`src/rtl/ret_stack_pkg.sv`:
```
// Shared constants and operation decode for the return-address stack.
package ret_stack_pkg;

  localparam int RS_WIDTH = 12;
  localparam int RS_DEPTH = 8;

  typedef enum logic [1:0] {
    RS_NOP,
    RS_PUSH,
    RS_POP,
    RS_REPL
  } rs_op_e;

  function automatic rs_op_e decode_op(input logic push, input logic pop);
    case ({push, pop})
      2'b10:   return RS_PUSH;
      2'b01:   return RS_POP;
      2'b11:   return RS_REPL;
      default: return RS_NOP;
    endcase
  endfunction

endpackage

```
`src/rtl/ret_stack_mem.sv`:
```
// Return-stack storage: DEPTH x WIDTH registers, one sync write port, one async read port.
module ret_stack_mem #(
  parameter int WIDTH = 12,
  parameter int DEPTH = 8,
  parameter int AW    = $clog2(DEPTH)
) (
  input  logic             clk,
  input  logic             we,
  input  logic [AW-1:0]    waddr,
  input  logic [WIDTH-1:0] wdata,
  input  logic [AW-1:0]    raddr,
  output logic [WIDTH-1:0] rdata
);

  logic [WIDTH-1:0] mem [DEPTH];

  always_ff @(posedge clk) begin
    if (we) mem[waddr] <= wdata;
  end

  assign rdata = mem[raddr];

endmodule

```
`src/rtl/ret_stack.sv`:
```
// Parametrised return-address stack with replace-top, clear and sticky error flags.
// Define RET_STACK_OVERWRITE_EN to make a push when full overwrite the oldest entry.
module ret_stack
  import ret_stack_pkg::*;
#(
  parameter int WIDTH = RS_WIDTH,
  parameter int DEPTH = RS_DEPTH,
  parameter int CW    = $clog2(DEPTH + 1)
) (
  input  logic             clk,
  input  logic             reset,
  input  logic             push,
  input  logic             pop,
  input  logic [WIDTH-1:0] din,
  input  logic             clear,
  input  logic             err_clr,
  output logic [WIDTH-1:0] top,
  output logic [CW-1:0]    count,
  output logic             empty,
  output logic             full,
  output logic             overflow,
  output logic             underflow
);

  localparam int AW = $clog2(DEPTH);

  rs_op_e           op;
  logic [CW-1:0]    count_n;
  logic             set_ov, set_un;
  logic             we;
  logic [AW-1:0]    waddr, raddr;
  logic [WIDTH-1:0] rdata;

`ifdef RET_STACK_OVERWRITE_EN
  logic [AW-1:0] base, base_n;
`else
  localparam logic [AW-1:0] base = '0;
`endif

  // Logical stack index -> physical slot, relative to base, modulo DEPTH.
  function automatic logic [AW-1:0] phys(input logic [AW-1:0] b, input logic [CW-1:0] idx);
    int unsigned s;
    s = 32'(b) + 32'(idx);
    if (s >= 32'(DEPTH)) s = s - 32'(DEPTH);
    return AW'(s);
  endfunction

  assign empty = (count == '0);
  assign full  = (count == CW'(DEPTH));
  assign raddr = empty ? '0 : phys(base, count - CW'(1));
  assign top   = empty ? '0 : rdata;

  always_comb begin
    op      = decode_op(push, pop);
    we      = 1'b0;
    waddr   = raddr;
    count_n = count;
    set_ov  = 1'b0;
    set_un  = 1'b0;
`ifdef RET_STACK_OVERWRITE_EN
    base_n  = base;
`endif
    if (clear) begin
      count_n = '0;
    end else begin
      case (op)
        RS_PUSH: begin
          if (!full) begin
            we      = reset;
            waddr   = phys(base, count);
            count_n = count + CW'(1);
          end else begin
            set_ov = 1'b1;
`ifdef RET_STACK_OVERWRITE_EN
            // Oldest entry sits at base; overwrite it and rotate base so it becomes newest.
            we     = reset;
            waddr  = base;
            base_n = (base == AW'(DEPTH - 1)) ? '0 : base + AW'(1);
`endif
          end
        end
        RS_POP: begin
          if (!empty) count_n = count - CW'(1);
          else        set_un  = 1'b1;
        end
        RS_REPL: begin
          we = reset;
          if (empty) begin
            set_un  = 1'b1;
            waddr   = base;
            count_n = CW'(1);
          end
        end
        default: ;
      endcase
    end
  end

  always_ff @(posedge clk) begin
    if (!reset) begin
      count     <= '0;
      overflow  <= 1'b0;
      underflow <= 1'b0;
`ifdef RET_STACK_OVERWRITE_EN
      base      <= '0;
`endif
    end else begin
      count     <= count_n;
      overflow  <= set_ov | (overflow & ~err_clr);
      underflow <= set_un | (underflow & ~err_clr);
`ifdef RET_STACK_OVERWRITE_EN
      base      <= base_n;
`endif
    end
  end

  ret_stack_mem #(
    .WIDTH (WIDTH),
    .DEPTH (DEPTH),
    .AW    (AW)
  ) u_mem (
    .clk   (clk),
    .we    (we),
    .waddr (waddr),
    .wdata (din),
    .raddr (raddr),
    .rdata (rdata)
  );

endmodule

```
`config.mk`:
```
export PLATFORM = sky130hd
export DESIGN_NAME = ret_stack
export DESIGN_NICKNAME = d
export VERILOG_FILES = /design/src/rtl/ret_stack_pkg.sv /design/src/rtl/ret_stack_mem.sv /design/src/rtl/ret_stack.sv
export SDC_FILE = /design/constraint.sdc
export NUM_CORES = 1
export LEC_CHECK = 0
export CAP_MARGIN = 15
export CORE_UTILIZATION = 50
export CTS_CLUSTER_DIAMETER = 150
export DETAILED_ROUTE_END_ITERATION = 16
export PLACE_DENSITY = 0.71
export SYNTH_ARGS = -nofsm -noshare
export SYNTH_HDL_FRONTEND = slang
export SYNTH_HIERARCHICAL = 1
export SYNTH_SLANG_ARGS = --single-unit
```
`constraint.sdc`:
```
create_clock -name clk -period 4.76 [get_ports clk]
set_input_delay 0.476 -clock clk [delete_from_list [all_inputs] [get_ports clk]]
set_output_delay 0.476 -clock clk [all_outputs]
set_load 0.1 [all_outputs]
```
==> summary by stage <==
Route
The DRC violation count after routing is 0. For this block, the via count after detailed routing is 2364. In the final routed layout, each cell accounts on average for 19.9 microns. The wire length reported by the detailed router is slightly above 8 mm. The pre-antenna-repair detailed-routing pass consisted of 5 iterations. The detail route stage leaves a number of antenna-violating nets equal to 0. The detailed router finished its first iteration with 76 violations. The mean number of vias per cell is roughly 5.9.

Run status
The flow ran to the end, and the final reports show no timing, DRC or antenna violations.

STA
Setup repair after global routing left no endpoint under its margin. The maximum clock frequency is roughly 0.25 GHz. The final max-slew violation count is 0. The hold violation total from the final report is 0. The final count of negative-setup-slack endpoints is 0.

The transition time of the tightest slew-check pin is between 1000 and 1500 ps. The final critical delay including setup and external delays is around 4000 ps. Dividing the final minimum period by the clock period gives between 80 and 90%. Headroom to the max-slew limit came out at between 20% and 30%. The worst hold slack across all endpoints is 494 ps. In the final timing run, aggregate negative setup slack is 0 ps.

Between clock sinks in the finished design, the worst skew comes to about 8.5 ps.

Synth
Synthesis handed over a netlist of between 200 and 250 instances. Yosys mapped the design onto 38 distinct sky130hd cell types. The synthesis-stage register bit count is just over 100. The prevailing post-synth register cell is sky130_fd_sc_hd__edfxtp_1. The number of synthesized flops with an enable pin is 96. After synthesis, the share of flip-flops with an asynchronous set or reset is 0%. The post-synthesis instance area is approximately 0.0044 sq mm. The cell type with the largest total area after synthesis is sky130_fd_sc_hd__edfxtp_1. The sequential fraction of the synthesis area is roughly 68%. The fraction of synthesized cell area taken by the top area cell type is between 60% and 70%. The post-synth net total is 265. In this run the mean area of a mapped cell was approximately 18 sq um.

By area the synthesized netlist is led by sky130_fd_sc_hd__edfxtp_1, sky130_fd_sc_hd__mux4_1, sky130_fd_sc_hd__mux2_2. The Yosys warning count is 6.

Floorplan
The total die area is 0.00922 sq mm. The initial core utilization is 52.7%. For this design the top-level I/O count stands at 38. The floorplan core area is 0.00838 sq mm. The floorplan step set the die height to around 96 microns.

The floorplan has 33 rows. The overall die width is around 96 microns.

Finish
The antenna diode count is 0. The final core utilization is 60.9%. The net count of the finished layout is about 310. The layout-stage area growth over the synthesis result is 15.6%. In the layout the commonest cells are sky130_fd_sc_hd__edfxtp_1, sky130_fd_sc_hd__buf_4, sky130_fd_sc_hd__clkdlybuf4s50_1, sky130_fd_sc_hd__mux4_1, sky130_fd_sc_hd__mux2_2. The proportion of layout cells with a drive suffix above 1 is between 20% and 30%. The most common library cell in the layout ignoring fill and taps is sky130_fd_sc_hd__edfxtp_1.

Setup path
The endpoint kind of the worst setup timing path is an output pin. The critical path in this run is classified as reg -> out. STA puts the critical path data required time at 4280 ps. In this run the worst path has a maximum fanout of 12.

The element type at the critical path start is a register. The endpoint arrival time on the critical path is around 3500 ps.

CTS
Buffers inserted to repair hold after CTS numbered 0. Counting along the longest clock path gives a buffer depth of 2. Buffers added to address setup during post-CTS repair amount to 0. The clock input transition at the sequential cells of the worst setup and hold paths is around 100 ps.

The number of clock sinks is 102. The buffer cell driving the clock tree root is sky130_fd_sc_hd__clkbuf_8. Post-CTS repair changed the size of 0 cells.

The insertion delay of the later-clocked pin in the worst-skew pair is between 300 and 400 ps. In this run, CTS created clock tree buffers numbering 9. TritonCTS built the clock tree.

CTS built an H-tree with a depth of 3.

Place
During placement, the flow inserted port buffers numbering 37. The half-perimeter wire length of the detailed placement result is approximately 5.2 mm. Routability-driven placement finished with a final weighted congestion of 0.836.

GRT
The maximum number of pins on one net before global-route repair is 25. The global-route track usage on met1 is approximately a quarter. In the global route stage, met3 resource usage came out at 2.69%. The via count of the first global-routing pass is 2311. Summed over all layers, the global routing overflow is 0. The aggregate global-route resource usage is 19.4%. The first-pass GRT wire length is 12.5 mm. The initial antenna violation count is 0. Global routing used around 32% of the available met2 tracks.

The global routing's busiest layer is met2.

Pwr
Power spread over the standard cell area amounts to roughly 360 mW/mm^2. The worst-case vdd ir drop is 0.269 mV. The analysis attributes to cell leakage a power of around 1.7 nW.

Worst hold path
The worst hold path belongs to the class reg -> reg.

Flow run
Across the run, the number of max-cap violations was 0.
==> synthesized netlist by cell type, types with 2 or more instances <==
cell type                  count
sky130_fd_sc_hd__edfxtp_1     96
sky130_fd_sc_hd__mux4_1       21
sky130_fd_sc_hd__mux2_2       14
sky130_fd_sc_hd__nor2b_1      13
sky130_fd_sc_hd__nand2_1      11
sky130_fd_sc_hd__nor2_1        9
sky130_fd_sc_hd__inv_1         7
sky130_fd_sc_hd__nand2b_1      7
sky130_fd_sc_hd__nor3_1        7
sky130_fd_sc_hd__a21oi_1       6
sky130_fd_sc_hd__buf_2         6
sky130_fd_sc_hd__dfxtp_1       6
sky130_fd_sc_hd__o21ai_0       5
sky130_fd_sc_hd__buf_6         4
sky130_fd_sc_hd__mux4_2        3
sky130_fd_sc_hd__clkbuf_1      2
sky130_fd_sc_hd__ha_1          2
sky130_fd_sc_hd__mux2i_1       2
sky130_fd_sc_hd__nand3_1       2
sky130_fd_sc_hd__nand3b_1      2
sky130_fd_sc_hd__o22ai_1       2
sky130_fd_sc_hd__or3b_2        2
==> layout make-up <==
class	instances	area, sq um
Sequential cell	102	3000
Timing Repair Buffer	50	435
Tap cell	105	131
Inverter	7	26.3
Clock buffer	9	124
Fill cell	628	3270
Multi-Input combinational cell	124	1330
Clock inverter	7	62.6
==> stage by stage <==
step / instance area (sq um) / cells / setup WS (ps) / power (mW)
6_report: 5110 / 404 / 804 / 1.84
2_1_floorplan: 4420 / 245 / 23.0 / 1.27
3_3_place_gp: 4920 / 388 / 1270 / 1.35
4_1_cts: 5110 / 404 / 787 / 1.86
5_1_grt: 5110 / 404 / 592 / 1.90
3_5_place_dp: 4920 / 388 / 1220 / 1.35
==> cell families (layout without fill, tap and decap cells) <==
| kind of cell | count (synthesis) | count (layout) | synth area share, % |
|---|---|---|---|
| DFF | 102 | 102 | 68.0 |
| and+or+nand+nor | 59 | 59 | 7.39 |
| muxes | 40 | 40 | 18.0 |
| AOI/OAI and AO/OA | 22 | 22 | 3.37 |
| buffers and inverters | 19 | 73 | 2.46 |
| adders and majority gates | 2 | 2 | 0.566 |
| xor gates and xnor gates | 1 | 1 | 0.198 |
==> state kept, by name, indices dropped and copies added (netlist names) <==
name	cells
u_mem/mem	96
count	4
overflow	1
underflow	1
==> report_power, final <==
group	leakage, nW	switching [mW]	internal [mW]
sequential	0.914	0.00608	0.989
clock	0.0863	0.305	0.201
combinational	0.686	0.216	0.121
==> routing by layer <==
metal	vias up	share of wire, %
met4	0	1.9
met2	51	52
met3	14	3.4
li1	1085	-
met5	-	0
met1	1214	43
==> final timing paths <==
check | startpoint | end | slack [ps] | depth (start not counted)
setup / recovery | count[0] | top[8] | 800 | 10
hold / removal | underflow | underflow | 490 | 2
hold reg to reg | underflow | underflow | 490 | 2
setup reg to reg | count[0] | u_mem/mem[6][3] | 1300 | 10
==> critical path, cell delays in order (launching register included) <==
cell	delay [ps]
sky130_fd_sc_hd__dfxtp_1	440
sky130_fd_sc_hd__inv_1	130
sky130_fd_sc_hd__ha_1	310
sky130_fd_sc_hd__inv_1	170
sky130_fd_sc_hd__nor3_2	590
sky130_fd_sc_hd__nor2_2	80
sky130_fd_sc_hd__buf_4	230
sky130_fd_sc_hd__mux4_1	510
sky130_fd_sc_hd__mux2_2	280
sky130_fd_sc_hd__nor2b_1	120
sky130_fd_sc_hd__buf_4	260
Power figures use the tool's default switching activity.
